--- config.mk ---
export PLATFORM = sky130hd
export DESIGN_NAME = lite_16_run_ctrl
export DESIGN_NICKNAME = d
export VERILOG_FILES = /design/src/rtl/lite_16_pkg.sv /design/src/rtl/lite_16_hold_counter.sv /design/src/rtl/lite_16_run_ctrl.sv
export SDC_FILE = /design/constraint.sdc
export NUM_CORES = 1
export LEC_CHECK = 0
export ABC_AREA = 1
export CAP_MARGIN = 20
export CELL_PAD_IN_SITES_DETAIL_PLACEMENT = 0
export CELL_PAD_IN_SITES_GLOBAL_PLACEMENT = 1
export CORE_MARGIN = 5
export CORE_UTILIZATION = 40
export DETAILED_ROUTE_END_ITERATION = 7
export PLACE_DENSITY_LB_ADDON = 0.08
export REMOVE_ABC_BUFFERS = 1
export SLEW_MARGIN = 20
export SYNTH_ARGS = -nofsm -noshare
export SYNTH_HDL_FRONTEND = slang
export SYNTH_HIERARCHICAL = 1
export SYNTH_SLANG_ARGS = --single-unit
--- constraint.sdc ---
create_clock -name clk -period 4.68 [get_ports clk]
set_clock_uncertainty 0.1 [all_clocks]
set_input_delay 0.702 -clock clk [delete_from_list [all_inputs] [get_ports clk]]
set_output_delay 0.702 -clock clk [all_outputs]
set_load 0.01 [all_outputs]
--- src/rtl/lite_16_pkg.sv ---
// lite_16_pkg: shared lite_16 run-control state encodings and state decode helpers
package lite_16_pkg;
  localparam logic [2:0] st_idle     = 3'd0;
  localparam logic [2:0] st_rst_hold = 3'd1;
  localparam logic [2:0] st_run      = 3'd2;
  localparam logic [2:0] st_paused   = 3'd3;
  localparam logic [2:0] st_step     = 3'd4;
  localparam logic [2:0] st_halted   = 3'd5;
  localparam logic [2:0] st_timeout  = 3'd6;
  function automatic logic holds_rst(input logic [2:0] s);
    return s == st_idle || s == st_rst_hold;
  endfunction
  function automatic logic clocks_core(input logic [2:0] s);
    return s == st_run || s == st_step;
  endfunction
  function automatic logic is_done(input logic [2:0] s);
    return s == st_halted || s == st_timeout;
  endfunction
endpackage

--- src/rtl/lite_16_hold_counter.sv ---
// lite_16_hold_counter: loadable down-counter with zero flag
module lite_16_hold_counter #(
  parameter int W = 32
) (
  input  logic         clk,
  input  logic         rst,
  input  logic         load,
  input  logic [W-1:0] load_val,
  input  logic         dec,
  output logic         zero
);
  logic [W-1:0] cnt;
  always_ff @(posedge clk)
    if (!rst) cnt <= '0;
    else if (load) cnt <= load_val;
    else if (dec && !zero) cnt <= cnt - W'(1);
  assign zero = cnt == '0;
endmodule

--- src/rtl/lite_16_run_ctrl.sv ---
// lite_16_run_ctrl: run/step/breakpoint/timeout controller for the lite_16 core
module lite_16_run_ctrl
  import lite_16_pkg::*;
#(
  parameter int PC_WIDTH       = 16,
  parameter int CNT_WIDTH      = 32,
  parameter int RST_CYCLES     = 1,
  parameter int TIMEOUT_CYCLES = 50
) (
  input  logic                 clk,
  input  logic                 rst,
  input  logic                 start,
  input  logic                 abort,
  input  logic                 step_mode,
  input  logic                 step_req,
  input  logic                 halt_in,
  input  logic [PC_WIDTH-1:0]  pc,
  input  logic                 bp_en,
  input  logic [PC_WIDTH-1:0]  bp_addr,
  output logic                 cpu_rst,
  output logic                 cpu_clk_en,
  output logic [CNT_WIDTH-1:0] cycle_count,
  output logic                 done,
  output logic                 timed_out,
  output logic                 bp_hit,
  output logic [2:0]           state
);
  logic [2:0] nxt;
  logic [CNT_WIDTH-1:0] cnt_inc;
  logic active, go, hit_bp, hit_to, hold_zero;
  assign active  = clocks_core(state);
  assign go      = start && !abort && (state == st_idle || is_done(state));
  assign cnt_inc = &cycle_count ? cycle_count : cycle_count + CNT_WIDTH'(1);
  assign hit_bp  = bp_en && pc == bp_addr;
  assign hit_to  = TIMEOUT_CYCLES != 0 && cnt_inc == CNT_WIDTH'(TIMEOUT_CYCLES);
  // holds RST_CYCLES-1 so the zero flag marks the last reset-hold cycle
  lite_16_hold_counter #(.W(CNT_WIDTH)) u_hold (
    .clk(clk),
    .rst(rst),
    .load(go),
    .load_val(CNT_WIDTH'(RST_CYCLES - 1)),
    .dec(state == st_rst_hold),
    .zero(hold_zero)
  );
  always_comb begin
    nxt = state;
    case (state)
      st_rst_hold: nxt = hold_zero ? (step_mode ? st_paused : st_run) : st_rst_hold;
      st_run, st_step: nxt = halt_in || hit_bp ? st_halted :
                             hit_to ? st_timeout :
                             state == st_step || step_mode ? st_paused : st_run;
      st_paused: nxt = step_req ? st_step : step_mode ? st_paused : st_run;
      default: nxt = state;
    endcase
    if (go) nxt = st_rst_hold;
    if (abort) nxt = st_idle;
  end
  always_ff @(posedge clk)
    if (!rst) begin
      state       <= st_idle;
      cpu_rst     <= 1'b1;
      cpu_clk_en  <= 1'b0;
      done        <= 1'b0;
      cycle_count <= '0;
      timed_out   <= 1'b0;
      bp_hit      <= 1'b0;
    end else begin
      state       <= nxt;
      cpu_rst     <= holds_rst(nxt);
      cpu_clk_en  <= clocks_core(nxt);
      done        <= is_done(nxt);
      cycle_count <= go ? '0 : active && !abort ? cnt_inc : cycle_count;
      timed_out   <= !(abort || go) && (timed_out || nxt == st_timeout);
      bp_hit      <= !(abort || go) && (bp_hit || active && nxt == st_halted && !halt_in);
    end
endmodule

==> run metrics, run 1 <==
outcome=completed; FF-to-FF Start=cycle_count[0]$_SDFFE_PP0P_; Max-Cap Viols=0; largest area contributor in the netlist=dfxtp_1; most frequent cells after synthesis=247 x nand2_1, 214 x nor2_1, 110 x inv_1; #FFs+latches synth=72; most frequent cell after synthesis=nand2_1; share of the synthesized area in the top cell type=25.34%; final wirelength=17510 um; worst-skew pair later-pin latency=350 ps; Synth cell types=39; P_leak=3.153 nW; Simple-Gate Fraction of Synth Area=49.10%; gr ovfl total=0; Compound-Gate Fraction of Synth Area=10.62%; syn avg cell area=5.864 sq um; Setup crit end kind=register; ranking of synthesized cells by area=dfxtp_1 25%, nand2_1 16%, nor2_1 14%; ys flop type=dfxtp_1; worst slew pin tran=748.6 ps; CP required=about 5000 ps; min-delay src=timed_out$_SDFF_PN0_; area occupied by multi-input gates=3807 sq um; Seq/Total Area, Yosys=approximately a quarter; Nets=between 1000 and 1500; total CTS buffers=9; worst hold-check path type=reg2reg; Min Hold Slack=345.9 ps; CP arrival=3160 ps; Max Buffers Root-to-Sink=2; H-Tree Level Count=3; register area=roughly 1400 sq um; Sink Count=72; Power Dens Cells=249.1 nW/um^2; Post-Synth Adder-Cell Area=0.4399%; layout cells sized above 1=7.063%; kind of critical path=reg2reg; first-pass GRT wire length=28650 um; Via density=4.866; Die X=129.2 um; drt initial violations=353; drt first pass iters=5; Peak VDD IR=approximately 150 uV; Total Routing Usage GR=21.50%; wire per inst=13.94 um; antenna cells=0; r2r setup slk=roughly 1700 ps; FFs w/ async S/R, synth=0%; Port Buf Inserts=just under 80; Resized Gates After CTS=0; Vias=6112; YS warnings=6; Non-Filler Instances=1256; die area=~17000 sq um; vias in the first global route=approximately 5700; Design Power=between 1.5 and 2 mW; core area=13930 sq um; fmax=334.8 MHz; Worst-path clk slew=60 ps; boundary pin count=80; cells on worst reg2reg path=17; Initial Util=40.82%; Crit. Startpoint=cycle_count[0]$_SDFFE_PP0P_; post-placement cell area=6728 sq um; largest family of logic cells by synthesized area=simple AND/OR/NAND/NOR gates; postcts setup bufs=0; # setup viols final=0; fill count=~1500; RSZ-0062 raised after global routing=false; setup tns final=0 ps; Slew Viols, Final=0; Worst slew margin=50.04%; drt drc=0; final period utilization=63.82%; Worst setup SP type=register; Final Hold Vio Count=0; clk root buf=clkbuf_16; largest net degree at the start of global routing=47; hold depth=2; CTS tree=done; Max FO, Critical Path=46; number of antenna violations at the first check in global routing=0; row cnt=43; Layout area overhead=23.49%; placed cell count=~1200; reg2reg end=done$_SDFF_PN0_; cells after synthesis=970; Post-DP HPWL=13360 um; xor-xnor portion of the synthesized cell area=4.619%; ANT nets after route=0; Post-CTS Hold Buffers=0; cell area after synthesis=5688 sq um; Tmin final=approximately 3000 ps; Hold Path Sink=timed_out$_SDFF_PN0_; Final Cell Area=7024 sq um; placer congestion estimate=roughly 0.9; die extent in y=around 130 um; multiplexer area fraction after synthesis=0%; EDFF count, synth=0
==> per-layer routing <==
layer  wire length (um)  track usage (%)  vias up  share of wire [%]
met3                669            2.844       26                3.8
met4                446            8.771        0                2.5
met2               8650            37.90      114                 49
met1               7741            26.37     2712                 44
met5                  0                0        -                  0
li1                   -                -     3260                  -
==> worst max-delay path, cell delays in order (launching register included) <==
cell and delay (ps):
dfxtp_1 470, ha_1 310, inv_1 120, nor2_4 210
nand2_4 110, nor2_8 150, nand2_4 290, nand2_1 200
nand2_1 80, nor2_2 110, nand4_1 100, nor2_1 90
nand2_1 80, nand2_2 80, nand2_2 90, nor2_2 110
nand3_1 90, a21oi_1 130
==> area by class of cell <==
| type | count | area share, % |
|---|---|---|
| Multi-Input combinational cell | 792 | 54.20 |
| Sequential cell | 72 | 20.52 |
| Timing Repair Buffer | 84 | 11.79 |
| Inverter | 112 | 6.056 |
| Clock buffer | 9 | 3.206 |
| Tap cell | 180 | 3.206 |
| Clock inverter | 7 | 1.015 |
==> layout by cell type, fill, tap and decap left out, types with 11 or more instances in the layout <==
master and n:
o21ai_0 37, clkdlybuf4s50_1 79, nor3_2 13, conb_1 32
xor2_1 15, nand2_1 247, o211ai_1 11, nor2_2 15
inv_1 110, nand3b_1 11, nor2_1 213, nand4_1 18
dfxtp_1 72, xnor2_1 15, a21oi_1 27, nand3_1 78
==> state kept, by name, summed over array words and instances, names as in the netlist <==
| signal | count |
|---|---|
| bp_hit | 1 |
| cpu_clk_en | 1 |
| cpu_rst | 1 |
| cycle_count | 32 |
| done | 1 |
| state | 3 |
| timed_out | 1 |
| u_hold/cnt | 32 |
==> through the flow <==
stage                     utilization [%]  setup slack [ps]
after detailed placement            48.28              1718
after global placement              48.28              1754
after global routing                50.41              1343
final                               50.41              1693
after CTS                           50.41              1692
after floorplan                         -              1502
==> worst max-delay path by stage <==
stage / to / slack, ps / cells after the start
CTS: done$_SDFF_PN0_ / 1690 / 17
floorplan: cycle_count[17]$_SDFFE_PP0P_ / 1500 / 9
finish: done$_SDFF_PN0_ / 1690 / 17
global route: bp_hit$_SDFF_PN0_ / 1340 / 18
global placement: cycle_count[5]$_SDFFE_PP0P_ / 1750 / 11
detailed placement: done$_SDFF_PN0_ / 1720 / 17
==> logic make-up (layout without fill, tap and decap cells) <==
family          after synthesis  after routing
compound gates              103            103
xor+xnor                     30             30
fa+ha+maj                     2              2
buf+inv                     137            212
flops                        72             72
other cells                   1             32
simple gates                625            625
==> power by group <==
| group | total, mW | leakage, nW | switching, mW | internal [mW] |
|---|---|---|---|---|
| sequential | 0.670 | 0.586 | 0.0319 | 0.638 |
| combinational | 0.371 | 2.42 | 0.226 | 0.145 |
| clock | 0.709 | 0.150 | 0.295 | 0.414 |
Note: power is estimated with default switching activity, not from simulation.
==> inputs of run 2 (changes only) <==
--- a/config.mk
+++ b/config.mk
@@ -10,7 +10,7 @@
 export CELL_PAD_IN_SITES_DETAIL_PLACEMENT = 0
 export CELL_PAD_IN_SITES_GLOBAL_PLACEMENT = 1
 export CORE_MARGIN = 5
-export CORE_UTILIZATION = 40
+export CORE_UTILIZATION = 34
 export DETAILED_ROUTE_END_ITERATION = 7
 export PLACE_DENSITY_LB_ADDON = 0.08
 export REMOVE_ABC_BUFFERS = 1
==> constraint.sdc (replaced) <==
create_clock -name clk -period 2.5 [get_ports clk]
set_clock_uncertainty 0.1 [all_clocks]
set_input_delay 0.375 -clock clk [delete_from_list [all_inputs] [get_ports clk]]
set_output_delay 0.375 -clock clk [all_outputs]
set_load 0.01 [all_outputs]
==> run metrics, run 2 (same netlist as run 1, synthesis figures left out) <==
Design Power=approximately 3.4 mW; commonest non-fill, non-tap cells in the layout=227 x nand2_1, 185 x nor2_1, 105 x inv_1; H-Tree Level Count=3; CTS tree=done; ANT nets after route=0; top sig layer=met4; Vias=6529; cells on worst reg2reg path=18; met3 routed WL=649 um; core area=16520 sq um; biggest regs=cycle_count x32, u_hold/cnt x32, state x3; Tmin final=~2500 ps; Post-DP HPWL=15050 um; Final Hold Vio Count=0; Peak VDD IR=324.6 uV; Initial Util=34.42%; # setup viols final=0; Via density=4.694; RSZ-0062 raised after global routing=true; worst hold-check path type=reg2reg; FF-to-FF Start=cycle_count[1]$_SDFFE_PP0P_; worst path cell trace=ha_4, inv_4, nor2_4, nand2_4, nor2_8, buf_6, nand3_2, nand2_2, nand2_2, nor2_4, nand4_1, nor2_1, nand2_1, nand2_2, nand2_4, nor2_4, nand3_2, a21oi_1; drt initial violations=329; worst slew pin tran=819.8 ps; Slowest-stage cell, CP=dfxtp_2; CP required=between 2000 and 3000 ps; outcome=completed; Worst setup SP type=register; Final Cell Area=8178 sq um; wire per inst=14.08 um; Slew Viols, Final=0; placer congestion estimate=0.8916; final wirelength=19580 um; met2 WL=9683 um; drt first pass iters=5; Die X=between 100 and 150 um; min-delay src=timed_out$_SDFF_PN0_; Sink Count=between 70 and 80; number of antenna violations at the first check in global routing=0; fill count=~1800; worst-skew pair later-pin latency=350 ps; largest net degree at the start of global routing=43; Worst-path clk slew=approximately 60 ps; layout cells sized above 1=21.86%; Hold Path Sink=timed_out$_SDFF_PN0_; Setup crit end kind=register; die extent in y=roughly 140 um; first-pass GRT wire length=31230 um; Max-Cap Viols=0; drt drc=0; gr ovfl total=0; Port Buf Inserts=79; Non-Filler Instances=1391; Power Dens Cells=421.5 nW/um^2; total CTS buffers=9; commonest non-fill, non-tap cell in the layout=nand2_1; CP arrival=approximately 2700 ps; Post-CTS Hold Buffers=0; post-placement cell area=about 7400 sq um; Nets=1208; r2r setup slk=20 ps; antenna cells=0; Max FO, Critical Path=4; Layout area overhead=43.77%; P_leak=3.717 nW; hold depth=2; clk root buf=clkbuf_16; Max stage delay on crit path=~360 ps; reg2reg end=done$_SDFF_PN0_; Worst slew margin=45.29%; die area=19420 sq um; M1 WL=slightly below 9000 um; fmax=403.4 MHz; placed cell count=~1400; final period utilization=99.16%; kind of critical path=reg2reg; vias in the first global route=6051; Max Buffers Root-to-Sink=2; row cnt=47; Total Routing Usage GR=19.85%; boundary pin count=80
-- run 2: power breakdown --
group          internal, mW  switching [mW]
clock network         0.897           0.558
registers              1.19          0.0572
logic                 0.301           0.441
total                  2.39            1.06
-- run 2: final cells by class --
cell class,instances,area [sq um],area share (%)
Timing Repair Buffer,178,1600,19.57
Multi-Input combinational cell,793,4083,49.92
Inverter,112,427.9,5.233
Tap cell,220,275.3,3.366
Sequential cell,72,1470,17.98
Clock buffer,10,239.0,2.922
Clock inverter,6,82.58,1.010
-- run 2: worst max-delay path: cells and delay by family, from the launching register on --
family | cells | cell delay, ps
flip-flops | 1 | 360
adder cells (fa/ha/maj) | 1 | 180
buffers and inverters | 2 | 170
AO/OA/AOI/OAI | 1 | 130
AND/OR/NAND/NOR | 14 | 1470
-- run 2: what timing repair did --
action	in CTS	in global routing
gates resized for setup	10	97
cloned	0	2
setup buffers	0	11
pin swaps	1	32
setup endpoints to repair	5	13
-- run 2: worst max-delay path by stage --
stage / end / slack (ps) / depth (start not counted) / startpoint
2_1_floorplan: cycle_count[17]$_SDFFE_PP0P_ / -680 / 9 / state[1]$_SDFF_PN0_
4_1_cts: bp_hit$_SDFF_PN0_ / 6 / 17 / cycle_count[21]$_SDFFE_PP0P_
3_3_place_gp: bp_hit$_SDFF_PN0_ / -40 / 19 / cycle_count[0]$_SDFFE_PP0P_
5_1_grt: timed_out$_SDFF_PN0_ / -130 / 18 / cycle_count[12]$_SDFFE_PP0P_
3_5_place_dp: bp_hit$_SDFF_PN0_ / -80 / 19 / cycle_count[0]$_SDFFE_PP0P_
6_report: done$_SDFF_PN0_ / 20 / 18 / cycle_count[1]$_SDFFE_PP0P_
-- run 2: metrics by stage --
stage | hold WS [ps] | setup slack (ps) | setup TNS, ps | util, %
global route | 384.6 | -131.3 | -448.6 | 49.49
floorplan | 338.5 | -678.0 | -13260 | -
detailed placement | 347.2 | -81.61 | -247.9 | 44.89
global placement | 342.4 | -39.35 | -72.18 | 44.89
CTS | 356.7 | 5.950 | 0 | 47.08
finish | 354.4 | 20.92 | 0 | 49.49
-- run 2: metal layers --
layer	vias up	GRT usage (%)
met5	-	0
met2	121	34.81
met3	30	2.573
li1	3459	-
met1	2919	25.24
met4	0	6.334
==> inputs of run 3 (changes only) <==
--- a/config.mk
+++ b/config.mk
@@ -14,6 +14,7 @@
 export DETAILED_ROUTE_END_ITERATION = 7
 export PLACE_DENSITY_LB_ADDON = 0.08
 export REMOVE_ABC_BUFFERS = 1
+export SKIP_LAST_GASP = 1
 export SLEW_MARGIN = 20
 export SYNTH_ARGS = -nofsm -noshare
 export SYNTH_HDL_FRONTEND = slang
==> results of run 3 <==
No change in the layout: final DEF, timing and power equal those of run 2.
